$ cat src/rtl/dmem_arbiter.sv
// Shares the MEM-stage data memory between the pipeline (fixed priority) and a
// DMA/debug port. Each access is arbitrate/latch, drive memory, respond.
module dmem_arbiter #(
  parameter int ADDR_WIDTH   = 32,
  parameter int DATA_WIDTH   = 32,
  parameter int STARVE_LIMIT = 4
) (
  input  logic                  clk,
  input  logic                  reset,
  input  logic                  P_MemRead,
  input  logic                  P_MemWrite,
  input  logic [ADDR_WIDTH-1:0] P_Address,
  input  logic [DATA_WIDTH-1:0] P_WriteData,
  output logic [DATA_WIDTH-1:0] P_ReadData,
  output logic                  P_Stall,
  input  logic                  D_Req,
  input  logic                  D_Write,
  input  logic [ADDR_WIDTH-1:0] D_Address,
  input  logic [DATA_WIDTH-1:0] D_WriteData,
  output logic [DATA_WIDTH-1:0] D_ReadData,
  output logic                  D_Ack,
  output logic [ADDR_WIDTH-1:0] Mem_Address,
  output logic [DATA_WIDTH-1:0] Mem_WriteData,
  output logic                  Mem_MemWrite,
  output logic                  Mem_MemRead,
  input  logic [DATA_WIDTH-1:0] Mem_ReadData
);

  localparam int CW = $clog2(STARVE_LIMIT + 1);
  localparam logic [CW-1:0] LIMIT_C = CW'(STARVE_LIMIT);

  typedef enum logic [2:0] {IDLE, SERVE_P, SERVE_D, RESP_P, RESP_D} state_t;

  state_t                state_q, state_d;
  logic [CW-1:0]         wait_cnt_q, wait_cnt_d;
  logic [ADDR_WIDTH-1:0] mem_addr_q, mem_addr_d;
  logic [DATA_WIDTH-1:0] mem_wdata_q, mem_wdata_d;
  logic                  mem_we_q, mem_we_d;
  logic                  mem_re_q, mem_re_d;
  logic [DATA_WIDTH-1:0] p_rdata_q, p_rdata_d;
  logic [DATA_WIDTH-1:0] d_rdata_q, d_rdata_d;
  logic                  d_ack_q, d_ack_d;
  logic                  p_req;

  assign p_req = P_MemRead | P_MemWrite;

  // The memory-side registers double as the grant latch, so in-flight accesses
  // are immune to requester input changes after the grant edge.
  always_comb begin
    state_d     = state_q;
    wait_cnt_d  = wait_cnt_q;
    mem_addr_d  = mem_addr_q;
    mem_wdata_d = mem_wdata_q;
    mem_we_d    = mem_we_q;
    mem_re_d    = mem_re_q;
    p_rdata_d   = p_rdata_q;
    d_rdata_d   = d_rdata_q;
    d_ack_d     = 1'b0;
    unique case (state_q)
      IDLE: begin
        if (D_Req && (!p_req || wait_cnt_q == LIMIT_C)) begin
          state_d     = SERVE_D;
          mem_addr_d  = D_Address;
          mem_wdata_d = D_WriteData;
          mem_we_d    = D_Write;
          mem_re_d    = ~D_Write;
          wait_cnt_d  = '0;
        end else if (p_req) begin
          state_d     = SERVE_P;
          mem_addr_d  = P_Address;
          mem_wdata_d = P_WriteData;
          mem_we_d    = P_MemWrite;
          mem_re_d    = ~P_MemWrite;
          if (D_Req && wait_cnt_q < LIMIT_C) begin
            wait_cnt_d = wait_cnt_q + CW'(1);
          end
        end
      end
      SERVE_P, SERVE_D: begin
        if (mem_re_q) begin
          if (state_q == SERVE_P) begin
            p_rdata_d = Mem_ReadData;
          end else begin
            d_rdata_d = Mem_ReadData;
          end
        end
        d_ack_d     = (state_q == SERVE_D);
        state_d     = (state_q == SERVE_P) ? RESP_P : RESP_D;
        mem_addr_d  = '0;
        mem_wdata_d = '0;
        mem_we_d    = 1'b0;
        mem_re_d    = 1'b0;
      end
      RESP_P, RESP_D: begin
        state_d = IDLE;
      end
      default: begin
        state_d = IDLE;
      end
    endcase
  end

  always_ff @(posedge clk or posedge reset) begin
    if (reset) begin
      state_q     <= IDLE;
      wait_cnt_q  <= '0;
      mem_addr_q  <= '0;
      mem_wdata_q <= '0;
      mem_we_q    <= 1'b0;
      mem_re_q    <= 1'b0;
      p_rdata_q   <= '0;
      d_rdata_q   <= '0;
      d_ack_q     <= 1'b0;
    end else begin
      state_q     <= state_d;
      wait_cnt_q  <= wait_cnt_d;
      mem_addr_q  <= mem_addr_d;
      mem_wdata_q <= mem_wdata_d;
      mem_we_q    <= mem_we_d;
      mem_re_q    <= mem_re_d;
      p_rdata_q   <= p_rdata_d;
      d_rdata_q   <= d_rdata_d;
      d_ack_q     <= d_ack_d;
    end
  end

  // The pipeline advances on the edge closing RESP_P, so stall drops there.
  assign P_Stall       = p_req && (state_q != RESP_P) && !reset;
  assign P_ReadData    = p_rdata_q;
  assign D_ReadData    = d_rdata_q;
  assign D_Ack         = d_ack_q;
  assign Mem_Address   = mem_addr_q;
  assign Mem_WriteData = mem_wdata_q;
  assign Mem_MemWrite  = mem_we_q;
  assign Mem_MemRead   = mem_re_q;

endmodule

$ cat config.mk
export PLATFORM = sky130hd
export DESIGN_NAME = dmem_arbiter
export DESIGN_NICKNAME = d
export VERILOG_FILES = /design/src/rtl/dmem_arbiter.sv
export SDC_FILE = /design/constraint.sdc
export NUM_CORES = 1
export LEC_CHECK = 0
export CORE_MARGIN = 3
export CORE_UTILIZATION = 55
export DETAILED_ROUTE_END_ITERATION = 10
export DONT_BUFFER_PORTS = 1
export PLACE_DENSITY = 0.7
export SYNTH_ARGS = -nofsm -noshare
export SYNTH_HDL_FRONTEND = slang
export SYNTH_SLANG_ARGS = --single-unit
$ cat constraint.sdc
create_clock -name clk -period 6.4 [get_ports clk]
set_clock_uncertainty 0.15 [all_clocks]
set_input_delay 1.28 -clock clk [delete_from_list [all_inputs] [get_ports clk]]
set_output_delay 1.28 -clock clk [all_outputs]
set_load 0.01 [all_outputs]
### After elaboration in Yosys (flattened, before gate mapping)

Index checks and enable logic that the tools add are counted.

| word-level totals | value |
|---|---|
| bits in registers | 137 |
| bits of input ports | 166 |
| logic and storage cells | 56 |

| operators by class | value |
|---|---|
| reduce and logical (&&, ||, !) cells | 16 |
| add/sub/neg operators | 1 |
| multiplexer cells | 20 |
| magnitude comparators | 1 |
| equality and inequality tests | 5 |
| bitwise gates (word level) | 4 |

Operators with widths:

| kind | count |
|---|---|
| 32-bit 2-to-1 mux | 4 |
| 32-bit case mux with 2 select lines | 2 |
| 3-bit 2-to-1 mux | 6 |
| 3-bit AND reduction | 3 |
| 3-bit case mux with 2 select lines | 1 |
| 2-bit nonzero test | 3 |
| 1-bit 2-to-1 mux | 5 |
| 1-bit logical AND | 4 |
| 1-bit case mux with 2 select lines | 2 |
| 3-bit by 1-bit adder with 3-bit output, second input constant | 1 |
| 3-bit by 1-bit equality test with 1-bit output, second input constant | 1 |
| 3-bit by 2-bit equality test with 1-bit output, second input constant | 1 |
| 3-bit equality test, second input constant | 1 |
| 3-bit logical NOT | 1 |
| 3-bit less-than comparator, second input constant | 1 |
| 3-bit by 2-bit != test with 1-bit output, second input constant | 1 |
| 3-bit != test, second input constant | 1 |
| 1-bit inverter | 3 |
| 1-bit logical NOT | 2 |
| 2-bit AND reduction | 1 |
| 2-bit OR reduction | 1 |
| 1-bit logical OR | 1 |
| 1-bit bitwise OR | 1 |

### Longest topological paths before layout

Gate-level depths: netlist of run 1.

| depth | value |
|---|---|
| depth in word-level cells | 6 |
| mapped depth | 7 |
| gate-level depth less buffers | 5 |

### Least setup slack after synthesis of run 1

OpenSTA, ideal clock, no wires.

| timing | value |
|---|---|
| path kind | in2out |
| from | input port P_MemRead |
| to | output port P_Stall |
| data arrival time | 1,660 ps |
| stages on the path | 2 |
| required time | 4,970 ps |
| path slack | 3,310 ps |
| path through | nor2_1 > a311oi_1 |

| on the way | value |
|---|---|
| word-level cells in the longest chain between the ends | 3 |

Ends and longest elaborated chain:

| element | RTL line | RTL |
|---|---|---|
| start: declaration | 10 | `input logic P_MemRead,` |
| 1-bit bitwise OR | 45 | `assign p_req = P_MemRead \| P_MemWrite;` |
| 1-bit logical AND (2 in a row) | 128 | `assign P_Stall = p_req && (state_q != RESP_P) && !reset;` |
| end: declaration | 15 | `output logic P_Stall,` |

No other way between the ends.

### Worst setup path in the final report of run 1

| timing | value |
|---|---|
| from | input port P_MemWrite |
| to | register mem_wdata_q[14], in the netlist Mem_WriteData[14] |

| on the way | value |
|---|---|
| word-level cells in the longest chain between the ends | 6 |
| elaborated cells on any way between the ends | 8 |

Ends and longest elaborated chain:

| element | RTL line | RTL |
|---|---|---|
| start: declaration | 11 | `input logic P_MemWrite,` |
| 1-bit bitwise OR * | 45 |  |
| 1-bit logical NOT | 61 | `if (D_Req && (!p_req \|\| wait_cnt_q == LIMIT_C)) begin` |
| 1-bit logical OR | 61 |  |
| 1-bit logical AND | 61 |  |
| 32-bit 2-to-1 mux / 3-bit != test (equally long branches) | - |  |
| 32-bit case mux with 2 select lines / 2-bit AND reduction (equally long branches) | - |  |
| end signal: assignment | 118 | `mem_wdata_q <= mem_wdata_d;` |
| end: declaration | 37 | `logic [DATA_WIDTH-1:0] mem_wdata_q, mem_wdata_d;` |

Mark *: on every way between the ends. The rest lies on a longest branch, timed or not.
A chain may end at the register's enable or synchronous reset.

==> reports/summary.txt, run 1 <==
Worst setup EP type: flip-flop
Pin count of the biggest net entering global routing: 99
Initial Util: 57.4%
Die W: 119 um
Final worst-path cycle share: 59.2%
Layout Cells excl Fill: 715
Complex-gate fraction of the synthesized area: 11.0%
Routability cong.: 0.831
Root buffer cell: clkbuf_16
Vias in the first global route: 4,980
Seq/Total Area, Yosys: 48.5%
Overflow after GRT: 0
IO buf count: 0
CP Class: primary input to flip-flop
Crit path launch type: primary input
Fin. Hold Viols: 0
Vias per inst: 7.08
Leak Pwr: 3.48 nW
Cells after Synth: 580
I/O pin cnt: 298
Final wirelength: 19.4 mm
Max cap viols: 0
Post-Synth Adder-Cell Area: 0.354%
Post-synthesis simple-gate area fraction: 23.8%
Final TNS setup: 0 ns
Fin worst setup slack: 2.61 ns
Synth unique cells: 32
Vias: 5,059
P_int: 2.37 mW
First-pass GRT wire length: 29.8 mm
Post-cts resize count: 0
DRT Pass-1 Iters: 5
Core ar.: 12,300 um^2
Worst hold path class: flip-flop to flip-flop
DP Worst Slack: 2.26 ns
Fill count: 1,008
Net Sw Frac: 39.7%
Power per Cell Area: 519 nW/um^2
ANT nets after route: 0
Proportion of synthesized area in mux cells: 10.5%
RSZ-0062 raised after global routing: false
Clock Power Share: 23.9%
#FFs+latches synth: 137
CP required: 6.53 ns
Sequential share of power: 44.7%
Placed cells: 673
Clock tree from TritonCTS: built
Residual DRC count: 0
Critical path fanouts, max: 68
Area grow syn2layout: 7.11%
Reg clk slew, reported paths: 0.06 ns
H-tree depth: 4
CP top delay family: compound AO/OA/AOI/OAI gates
CP Cell Sequence: o2bb2ai_4, nand2_2, a221o_1
Average size of a mapped cell: 12.2 um^2
Slew HR: 12.7%
Measured slew at the worst slew-check pin: 1.31 ns
Clock tree buffer depth: 2
Die H: 119 um
All-layer global routing usage: 26.4%
Most common cell after layout, fill and taps aside: dfrtp_1
Sw Pwr: 1.56 mW
Main combinational cell family by area after synthesis: simple AND/OR/NAND/NOR gates
Worst-skew pair later-pin latency: 0.40 ns
Drt first-iter violations: 455
Critical Path Slowest Stage Cell: nand2_2
Post-CTS Hold Buffers: 0
Worst EP arrival: 3.91 ns
# nets final: 692
Finish-stage setup viols: 0
DIE AREA: 14,300 um^2
CTS sink count: 137
Syn_nets: 748
Yosys synthesis warning count: 0
Layout cells sized above 1: 20.9%
Period minus WS final: 3.79 ns
Comb power frac: 31.3%
Design Power: 3.93 mW
Initial antenna violation count: 14
Synthesized cell area: 7070 um^2
Cts bufs inserted: 17
Most frequent cells in the layout: dfrtp_1, and3_1, and4b_1, nor4b_1, a221o_1
Highest clock rate: 264 MHz
Crit path largest cell delay: 1.05 ns
Peak supply drop: 0.257 mV
Routed len/inst: 27.2 um
FP Rows: 40
Final Max Slew Viols: 0
Post-Synth XOR/XNOR Area: 0%
Post-CTS setup buffers: 0
DP HPWL: 12.5 mm
Buf/Inv on CP: 0
Status: finished clean
## final timing paths
path / startpoint / cells past startpoint / end / slack (ns)
worst max-delay path: P_MemWrite / 3 / Mem_WriteData[14]$_DFFE_PP0P_ / 2.61
worst min-delay path: wait_cnt_q[1]$_DFFE_PP0P_ / 1 / wait_cnt_q[1]$_DFFE_PP0P_ / 0.41
worst max register to register: state_q[2]$_DFFE_PP0P_ / 5 / D_ReadData[20]$_DFFE_PP0P_ / 2.95
worst min register to register: wait_cnt_q[1]$_DFFE_PP0P_ / 1 / wait_cnt_q[1]$_DFFE_PP0P_ / 0.41
max in group asynchronous: reset / 2 / state_q[1]$_DFFE_PP0P_ / 4.08
min in group asynchronous: reset / 1 / Mem_Address[21]$_DFFE_PP0P_ / 0.69
## final cells by class
class	instances	area (um^2)	share of cell area, %
antenna	10	25.0	0.330
tap	168	210	2.77
inverter	7	31.3	0.413
timing repair buffer	7	52.6	0.694
sequential	137	3430	45.3
clock inverter	14	138	1.82
clock buffer	18	429	5.66
multi-input combinational	354	3260	43.0
## synthesized netlist by cell type, drive strengths merged
| cell | instances | area, um^2 |
|---|---|---|
| a21bo | 1 | 10.0 |
| a21boi | 3 | 22.5 |
| a21oi | 2 | 10.0 |
| a221o | 64 | 641 |
| a311oi | 1 | 8.76 |
| a31oi | 2 | 12.5 |
| a32o | 1 | 10.0 |
| a32oi | 1 | 8.76 |
| and2 | 2 | 12.5 |
| and3 | 66 | 413 |
| and4b | 64 | 641 |
| buf | 33 | 208 |
| clkbuf | 49 | 184 |
| dfrtp | 137 | 3430 |
| ha | 2 | 25.0 |
| inv | 7 | 26.3 |
| mux2 | 66 | 743 |
| nand2 | 3 | 11.3 |
| nand3 | 1 | 5.00 |
| nor2 | 3 | 11.3 |
| nor3 | 1 | 10.0 |
| nor4b | 64 | 561 |
| o21ai | 1 | 5.00 |
| o2bb2ai | 2 | 17.5 |
| o311a | 1 | 10.0 |
| o31ai | 1 | 21.3 |
| or2 | 1 | 6.26 |
| or3 | 1 | 11.3 |
## worst register-to-register path, cell delays in order, from the launching register on
cell	delay, ns
dfrtp_2	0.68
buf_4	0.38
nor2_4	0.98
and3_1	0.32
buf_4	0.41
mux2_2	0.41
## metal layers
layer  GRT usage [%]  up-vias  part of all wire (%)
li1                -     2209                     -
met1            32.8     2522                    38
met2            42.3      278                    50
met3            9.92       42                    10
met4            9.74        8                   1.9
met5               0        -                  0.20
## power groups by stage
| stage | clock [mW] | sequential [mW] | combinational, mW |
|---|---|---|---|
| 2_1_floorplan | 0 | 1.57 | 1.13 |
| 3_3_place_gp | 0 | 1.76 | 1.17 |
| 3_5_place_dp | 0 | 1.78 | 1.23 |
| 4_1_cts | 0.953 | 1.77 | 1.23 |
| 5_1_grt | 0.997 | 1.81 | 1.36 |
| 6_report | 0.940 | 1.76 | 1.23 |
## sequential cells by signal, summed over array words and instances, names as in the netlist
| signal | flops |
|---|---|
| D_Ack | 1 |
| Mem_MemRead | 1 |
| Mem_MemWrite | 1 |
| Mem_Address | 32 |
| state_q | 3 |
| wait_cnt_q | 3 |
| D_ReadData | 32 |
| Mem_WriteData | 32 |
| P_ReadData | 32 |
## per-stage QoR
stage / util, % / area [um^2] / hold WS (ns)
floorplan: - / 7070 / 0.357
global placement: 56.7 / 6980 / 0.372
detailed placement: 56.7 / 6980 / 0.401
CTS: 61.3 / 7550 / 0.416
global route: 61.5 / 7580 / 0.420
finish: 61.5 / 7580 / 0.411
## cell families (layout without fill, tap and decap cells)
group	after synthesis	after routing
other	0	10
buffers and inverters	89	46
DFF	137	137
muxes	66	66
and+or+nand+nor	206	206
adders and majority gates	2	2
AOI/OAI and AO/OA	80	80
Power figures use the tool's default switching activity.
==> inputs of run 2 (changes only) <==
--- a/config.mk
+++ b/config.mk
@@ -5,6 +5,7 @@
 export SDC_FILE = /design/constraint.sdc
 export NUM_CORES = 1
 export LEC_CHECK = 0
+export ABC_AREA = 1
 export CORE_MARGIN = 3
 export CORE_UTILIZATION = 55
 export DETAILED_ROUTE_END_ITERATION = 10
==> constraint.sdc (replaced) <==
create_clock -name clk -period 3.67 [get_ports clk]
set_clock_uncertainty 0.15 [all_clocks]
set_input_delay 0.734 -clock clk [delete_from_list [all_inputs] [get_ports clk]]
set_output_delay 0.734 -clock clk [all_outputs]
set_load 0.01 [all_outputs]
==> run 2 against run 1 <==
Utilization decreased by 0.15 points. First-iteration DRC count shrank 4.2%. Final area down 7.1%. Area after synthesis decreased by 8.0%. Critical path depth rose by 6. Die area down 7.6%. Highest routed layer is now met4. Synthesized cell count up 47%. Critical endpoint is now Mem_WriteData[26]$_DFFE_PP0P_.
==> reports/summary.txt, run 2 <==
# nets final: 997 (+44%)
Top-count cell post-synth: nand2_1
Largest cells by area after synthesis: dfrtp_1, nand2_1, nand3_1
Cts bufs inserted: 17 (unchanged)
Routed len/inst: 16.9 um (-38%)
Highest clock rate: 419 MHz
Finished Core Util: 61.4% (-0.15 points)
CP Cell Sequence: inv_1, ha_1, nand2_1, o21ai_4, nand2_2, buf_4, nand2_1, nand3_1, nand2_1
Area grow syn2layout: 8.19%
Buf/Inv on CP: 2 (+2)
Fill count: 1,044 (+3.6%)
Power per Cell Area: 852 nW/um^2 (+64%)
M1 WL: 6.38 mm (-14%)
Asr flop ratio synth: 100% (unchanged)
Worst EP arrival: 2.53 ns (-1.38 ns)
Synthesized cell area: 6510 um^2 (-8.0%)
Leak Pwr: 4.13 nW (+19%)
Layout cells sized above 1: 6.18% (-15 points)
Crit path largest cell delay: 0.49 ns (-0.56 ns)
DIE AREA: 13,200 um^2 (-7.6%)
Most frequent cells in the layout: nand2_1, inv_1, dfrtp_1
Residual DRC count: 0 (unchanged)
R2r setup slk: 1.29 ns (-1.66 ns)
Overflow after GRT: 0 (unchanged)
Cells after Synth: 852 (+47%)
Final worst-path cycle share: 65.0%
Worst setup EP type: flip-flop
Die W: 115 um (-3.9%)
Root buffer cell: clkbuf_16
Seq/Total Area, Yosys: 52.7% (+4.2 points)
Crit path launch type: flip-flop
Vias: 5,240 (+3.6%)
Footprint of the multi-input gates: 2190 um^2 (-33%)
Worst hold path class: primary input to asynchronous set/reset pin
ANT nets after route: 0 (unchanged)
Drt first-iter violations: 436 (-4.2%)
Vias in the first global route: 5,071 (+1.8%)
Yosys synthesis warning count: 0 (unchanged)
RSZ-0062 raised after global routing: false
Reg clk slew, reported paths: 0.06 ns (about the same)
FP Rows: 39 (-2.5%)
CP top delay family: simple AND/OR/NAND/NOR gates
Initial antenna violation count: 0 (-14)
Syn_nets: 1,020 (+36%)
Sequential share of power: 49.4% (+4.7 points)
DRT Pass-1 Iters: 4 (-1)
Final wirelength: 16.7 mm (-14%)
Average size of a mapped cell: 7.64 um^2 (-37%)
Final TNS setup: 0 ns (unchanged)
Comb power frac: 25.2% (-6.1 points)
Pin count of the biggest net entering global routing: 138 (+39%)
Critical path fanouts, max: 43 (-37%)
First-pass GRT wire length: 25.7 mm (-14%)
FF/Latch Area: 3430 um^2 (-0.18%)
DP HPWL: 11.8 mm (-5.2%)
Slew HR: 23.2% (+11 points)
Synth unique cells: 23 (-28%)
Routed met3 length: 1.54 mm (-24%)
Max cap viols: 0 (unchanged)
Die H: 115 um (-3.9%)
CTS sink count: 137 (unchanged)
Final Max Slew Viols: 0 (unchanged)
#FFs+latches synth: 137 (unchanged)
I/O pin cnt: 298 (unchanged)
Yosys top cell area share: 52.7% (+4.2 points)
Sw Pwr: 2.47 mW (+58%)
Fin. Hold Viols: 0 (unchanged)
Initial Util: 56.7% (-0.71 points)
Status: finished clean
Clock Power Share: 25.4% (+1.5 points)
Worst-skew pair later-pin latency: 0.41 ns (about the same)
DR top layer: met4
CP Class: flip-flop to flip-flop
N_diodes: 0 (-10)
CP required: 3.82 ns (-2.71 ns)
H-tree depth: 4 (unchanged)
Period minus WS final: 2.38 ns
Finish-stage setup viols: 0 (unchanged)
CP dominant cell by count: nand2_1
Clock tree buffer depth: 2 (unchanged)
Measured slew at the worst slew-check pin: 1.15 ns (-0.157 ns)
Post-cts resize count: 0 (unchanged)
Most common cell after layout, fill and taps aside: nand2_1
EDFF count, synth: 0 (unchanged)
Yosys top cell by area: dfrtp_1
P_int: 3.53 mW (+49%)
Synth top cells by count: nand2_1, inv_1, dfrtp_1, nand3_1
Peak supply drop: 0.641 mV (+150%)
Met2 WL: 8.38 mm (-13%)
Post-CTS Hold Buffers: 0 (unchanged)
Post-CTS setup buffers: 0 (unchanged)
IO buf count: 0 (unchanged)
Core ar.: 11,500 um^2 (-6.9%)
Vias per inst: 5.32 (-25%)
All-layer global routing usage: 25.1% (-1.3 points)
Synth Flop Type: dfrtp_1
Net Sw Frac: 41.1% (+1.4 points)
Clock tree from TritonCTS: built
Critical Path Slowest Stage Cell: buf_4
Routability cong.: 0.896 (+7.8%)
run 2: area by class of cell:
| cell class | count | share of cell area, % |
|---|---|---|
| clock buffers | 19 | 6.29 |
| inverters | 172 | 9.23 |
| flip-flops and latches | 137 | 48.7 |
| clock inverters | 13 | 1.35 |
| multi-input cells | 495 | 31.1 |
| well taps | 143 | 2.54 |
| repair buffers | 6 | 0.818 |
run 2: through the flow:
stage | setup WS [ns] | std cells | hold WS (ns) | instance area (um^2) | power, mW
after CTS | 1.29 | 985 | 0.295 | 7040 | 6.07
after floorplan | 1.08 | 852 | 0.324 | 6510 | 4.11
final | 1.29 | 985 | 0.267 | 7040 | 6.00
after global placement | 1.28 | 953 | 0.344 | 6500 | 4.41
after global routing | 1.13 | 985 | 0.305 | 7040 | 6.45
after detailed placement | 1.22 | 953 | 0.361 | 6500 | 4.51
run 2: final timing paths:
kind	start	cells after the start	endpoint
worst max register to register	wait_cnt_q[0]$_DFFE_PP0P_	9	Mem_WriteData[26]$_DFFE_PP0P_
min in group clk	Mem_ReadData[7]	2	D_ReadData[7]$_DFFE_PP0P_
worst min register to register	wait_cnt_q[1]$_DFFE_PP0P_	2	wait_cnt_q[1]$_DFFE_PP0P_
max in group asynchronous	reset	2	Mem_WriteData[14]$_DFFE_PP0P_
worst min-delay path	reset	2	Mem_Address[17]$_DFFE_PP0P_
worst max-delay path	wait_cnt_q[0]$_DFFE_PP0P_	9	Mem_WriteData[26]$_DFFE_PP0P_
run 2: cell families (layout without fill, tap and decap cells):
group                    after synthesis  after routing  share of synthesized area, %
AO/OA/AOI/OAI                         68             68                          5.33
flip-flops                           137            137                          52.7
buffers and inverters                220            210                          13.9
adder cells (fa/ha/maj)                2              2                         0.385
AND/OR/NAND/NOR                      425            425                          27.7
run 2: power groups by stage:
| stage | clock network [mW] | registers [mW] | logic [mW] |
|---|---|---|---|
| 2_1_floorplan | 0 | 2.78 | 1.33 |
| 4_1_cts | 1.56 | 2.98 | 1.52 |
| 6_report | 1.53 | 2.96 | 1.51 |
| 3_5_place_dp | 0 | 2.99 | 1.52 |
| 5_1_grt | 1.63 | 3.04 | 1.78 |
| 3_3_place_gp | 0 | 2.98 | 1.42 |
run 2: metal layers:
metal,global-route usage [%],vias up
li1,-,2531
met1,30.2,2421
met2,42.0,258
met3,8.79,30
met4,9.08,0
met5,0,-
==> inputs of run 3 (changes only) <==
--- a/config.mk
+++ b/config.mk
@@ -5,12 +5,12 @@
 export SDC_FILE = /design/constraint.sdc
 export NUM_CORES = 1
 export LEC_CHECK = 0
-export ABC_AREA = 1
+export ABC_AREA = 0
 export CORE_MARGIN = 3
 export CORE_UTILIZATION = 55
 export DETAILED_ROUTE_END_ITERATION = 10
 export DONT_BUFFER_PORTS = 1
-export PLACE_DENSITY = 0.7
+export PLACE_DENSITY = 0.73
 export SYNTH_ARGS = -nofsm -noshare
 export SYNTH_HDL_FRONTEND = slang
 export SYNTH_SLANG_ARGS = --single-unit
==> constraint.sdc (replaced) <==
create_clock -name clk -period 1.9 [get_ports clk]
set_clock_uncertainty 0.15 [all_clocks]
set_input_delay 0.38 -clock clk [delete_from_list [all_inputs] [get_ports clk]]
set_output_delay 0.38 -clock clk [all_outputs]
set_load 0.01 [all_outputs]
==> run 3 against run 2 <==
The flow now finishes with violations (negative setup slack). Non-clock buffer count grew 81. Clock-buffer cell count shrank 1. Global-route usage grew 4.5 points. Highest routed layer is now met5.
==> reports/summary.txt, run 3 (synthesized netlist as in run 1, its figures left out) <==
Status: finished, violations left
Failing checks: negative setup slack
Crit path largest cell delay: 0.51 ns (+0.02 ns)
Finish-stage setup viols: 24 (+24)
Area grow syn2layout: 23.1%
Initial Util: 57.4% (+0.71 points)
Fin. Hold Viols: 0 (unchanged)
Clock tree from TritonCTS: built
I/O pin cnt: 298 (unchanged)
Leak Pwr: 4.01 nW (-2.8%)
Final TNS setup: -0.244 ns (-0.244 ns)
DP HPWL: 13.7 mm (+16%)
Reg clk slew, reported paths: 0.06 ns (about the same)
CP Class: flip-flop to primary output
Critical Path Slowest Stage Cell: dfrtp_4
Worst setup EP type: primary output
DRT Pass-1 Iters: 5 (+1)
RSZ-0062 raised after global routing: true
Routed len/inst: 28.8 um (+70%)
Finished Core Util: 70.7% (+9.3 points)
Worst-skew pair later-pin latency: 0.41 ns (about the same)
Max cap viols: 0 (unchanged)
CTS sink count: 137 (unchanged)
Period minus WS final: 1.95 ns
Slew HR: 58.3% (+35 points)
Power per Cell Area: 1730 nW/um^2 (+100%)
Worst EP arrival: 1.42 ns (-1.11 ns)
Fill count: 856 (-18%)
Most frequent cells in the layout: dfrtp_1, and4b_1, and3_1, a221o_1
Residual DRC count: 0 (unchanged)
Design Power: 15.1 mW (+150%)
CP Cell Sequence: buf_12, a311oi_2, buf_4
Final wirelength: 22.8 mm (+37%)
Buf/Inv on CP: 2 (unchanged)
Measured slew at the worst slew-check pin: 0.624 ns (-0.523 ns)
IO buf count: 0 (unchanged)
Vias in the first global route: 5,575 (+9.9%)
ANT nets after route: 0 (unchanged)
Root buffer cell: clkbuf_16
CP required: 1.37 ns (-2.45 ns)
Highest clock rate: 514 MHz
Most common cell after layout, fill and taps aside: dfrtp_1
Drt first-iter violations: 529 (+21%)
Crit path launch type: flip-flop
DIE AREA: 14,300 um^2 (+8.2%)
Pin count of the biggest net entering global routing: 75 (-46%)
Fin area: 8710 um^2 (+24%)
First-pass GRT wire length: 33.3 mm (+29%)
Final Max Slew Viols: 0 (unchanged)
Die H: 119 um (+4.0%)
DP Worst Slack: 0.0140 ns (-1.21 ns)
Overflow after GRT: 0 (unchanged)
DP Area: 7360 um^2 (+13%)
Critical path fanouts, max: 3 (-93%)
Clock tree buffer depth: 2 (unchanged)
Peak supply drop: 1.07 mV (+66%)
Core ar.: 12,300 um^2 (+7.4%)
CP top delay family: flip-flops
Cts bufs inserted: 17 (unchanged)
Worst hold path class: primary input to flip-flop
Vias: 5,484 (+4.7%)
Vias per inst: 6.92 (+30%)
H-tree depth: 4 (unchanged)
Fin worst setup slack: -0.0451 ns (-1.33 ns)
Initial antenna violation count: 8 (+8)
Layout cells sized above 1: 26.7% (+21 points)
# nets final: 772 (-23%)
All-layer global routing usage: 29.6% (+4.5 points)
Routability cong.: 0.865 (-3.5%)
Final worst-path cycle share: 102%
FP Rows: 40 (+2.6%)
Die W: 119 um (+4.0%)
[run 3: final cells by class]
| cell class | count | area [um^2] | area share (%) |
|---|---|---|---|
| inverters | 7 | 30.0 | 0.345 |
| clock inverters | 14 | 188 | 2.16 |
| multi-input cells | 354 | 3310 | 38.0 |
| flip-flops and latches | 137 | 3430 | 39.5 |
| clock buffers | 18 | 429 | 4.93 |
| well taps | 168 | 210 | 2.41 |
| diodes | 7 | 17.5 | 0.201 |
| repair buffers | 87 | 1090 | 12.5 |
[run 3: where the power goes]
group          internal, mW  switching, mW  total (mW)
clock network          2.11           1.37        3.48
registers              4.14           1.61        5.75
logic                  3.00           2.84        5.84
total                  9.24           5.83        15.1
[run 3: final timing paths]
path	from	end	slack, ns	cells after the start
max	state_q[1]$_DFFE_PP0P_	P_Stall	-0.05	3
min	D_Req	wait_cnt_q[2]$_DFFE_PP0P_	0.02	2
max reg2reg	state_q[1]$_DFFE_PP0P_	D_ReadData[10]$_DFFE_PP0P_	-0.02	5
min reg2reg	wait_cnt_q[1]$_DFFE_PP0P_	wait_cnt_q[1]$_DFFE_PP0P_	0.40	1
max in group asynchronous	reset	Mem_Address[8]$_DFFE_PP0P_	0.60	3
min in group asynchronous	reset	Mem_WriteData[1]$_DFFE_PP0P_	0.41	2
[run 3: routing by layer]
metal  global-route usage, %  routed length (um)  up-vias
met5                       0                   4        -
met4                    9.81                 631        2
met3                    9.64                2020       48
met2                    50.3               11700      288
met1                    35.5                8490     2780
li1                        -                   -     2366
[run 3: repair_timing]
item | CTS | global route
setup endpoints to repair | 1 | 121
gates resized for setup | 6 | 9
hold endpoints to repair | 80 | 0
cloned | 3 | 6
hold buffers | 34 | 0
pin swaps | 1 | 4
buffers inserted | 9 | 0
[run 3: metrics by stage]
stage,hold slack [ns],cells
final,0.0233,792
after global routing,0.0575,792
after CTS,0.00810,779
after detailed placement,0.216,701
after global placement,0.208,701
after floorplan,0.357,580
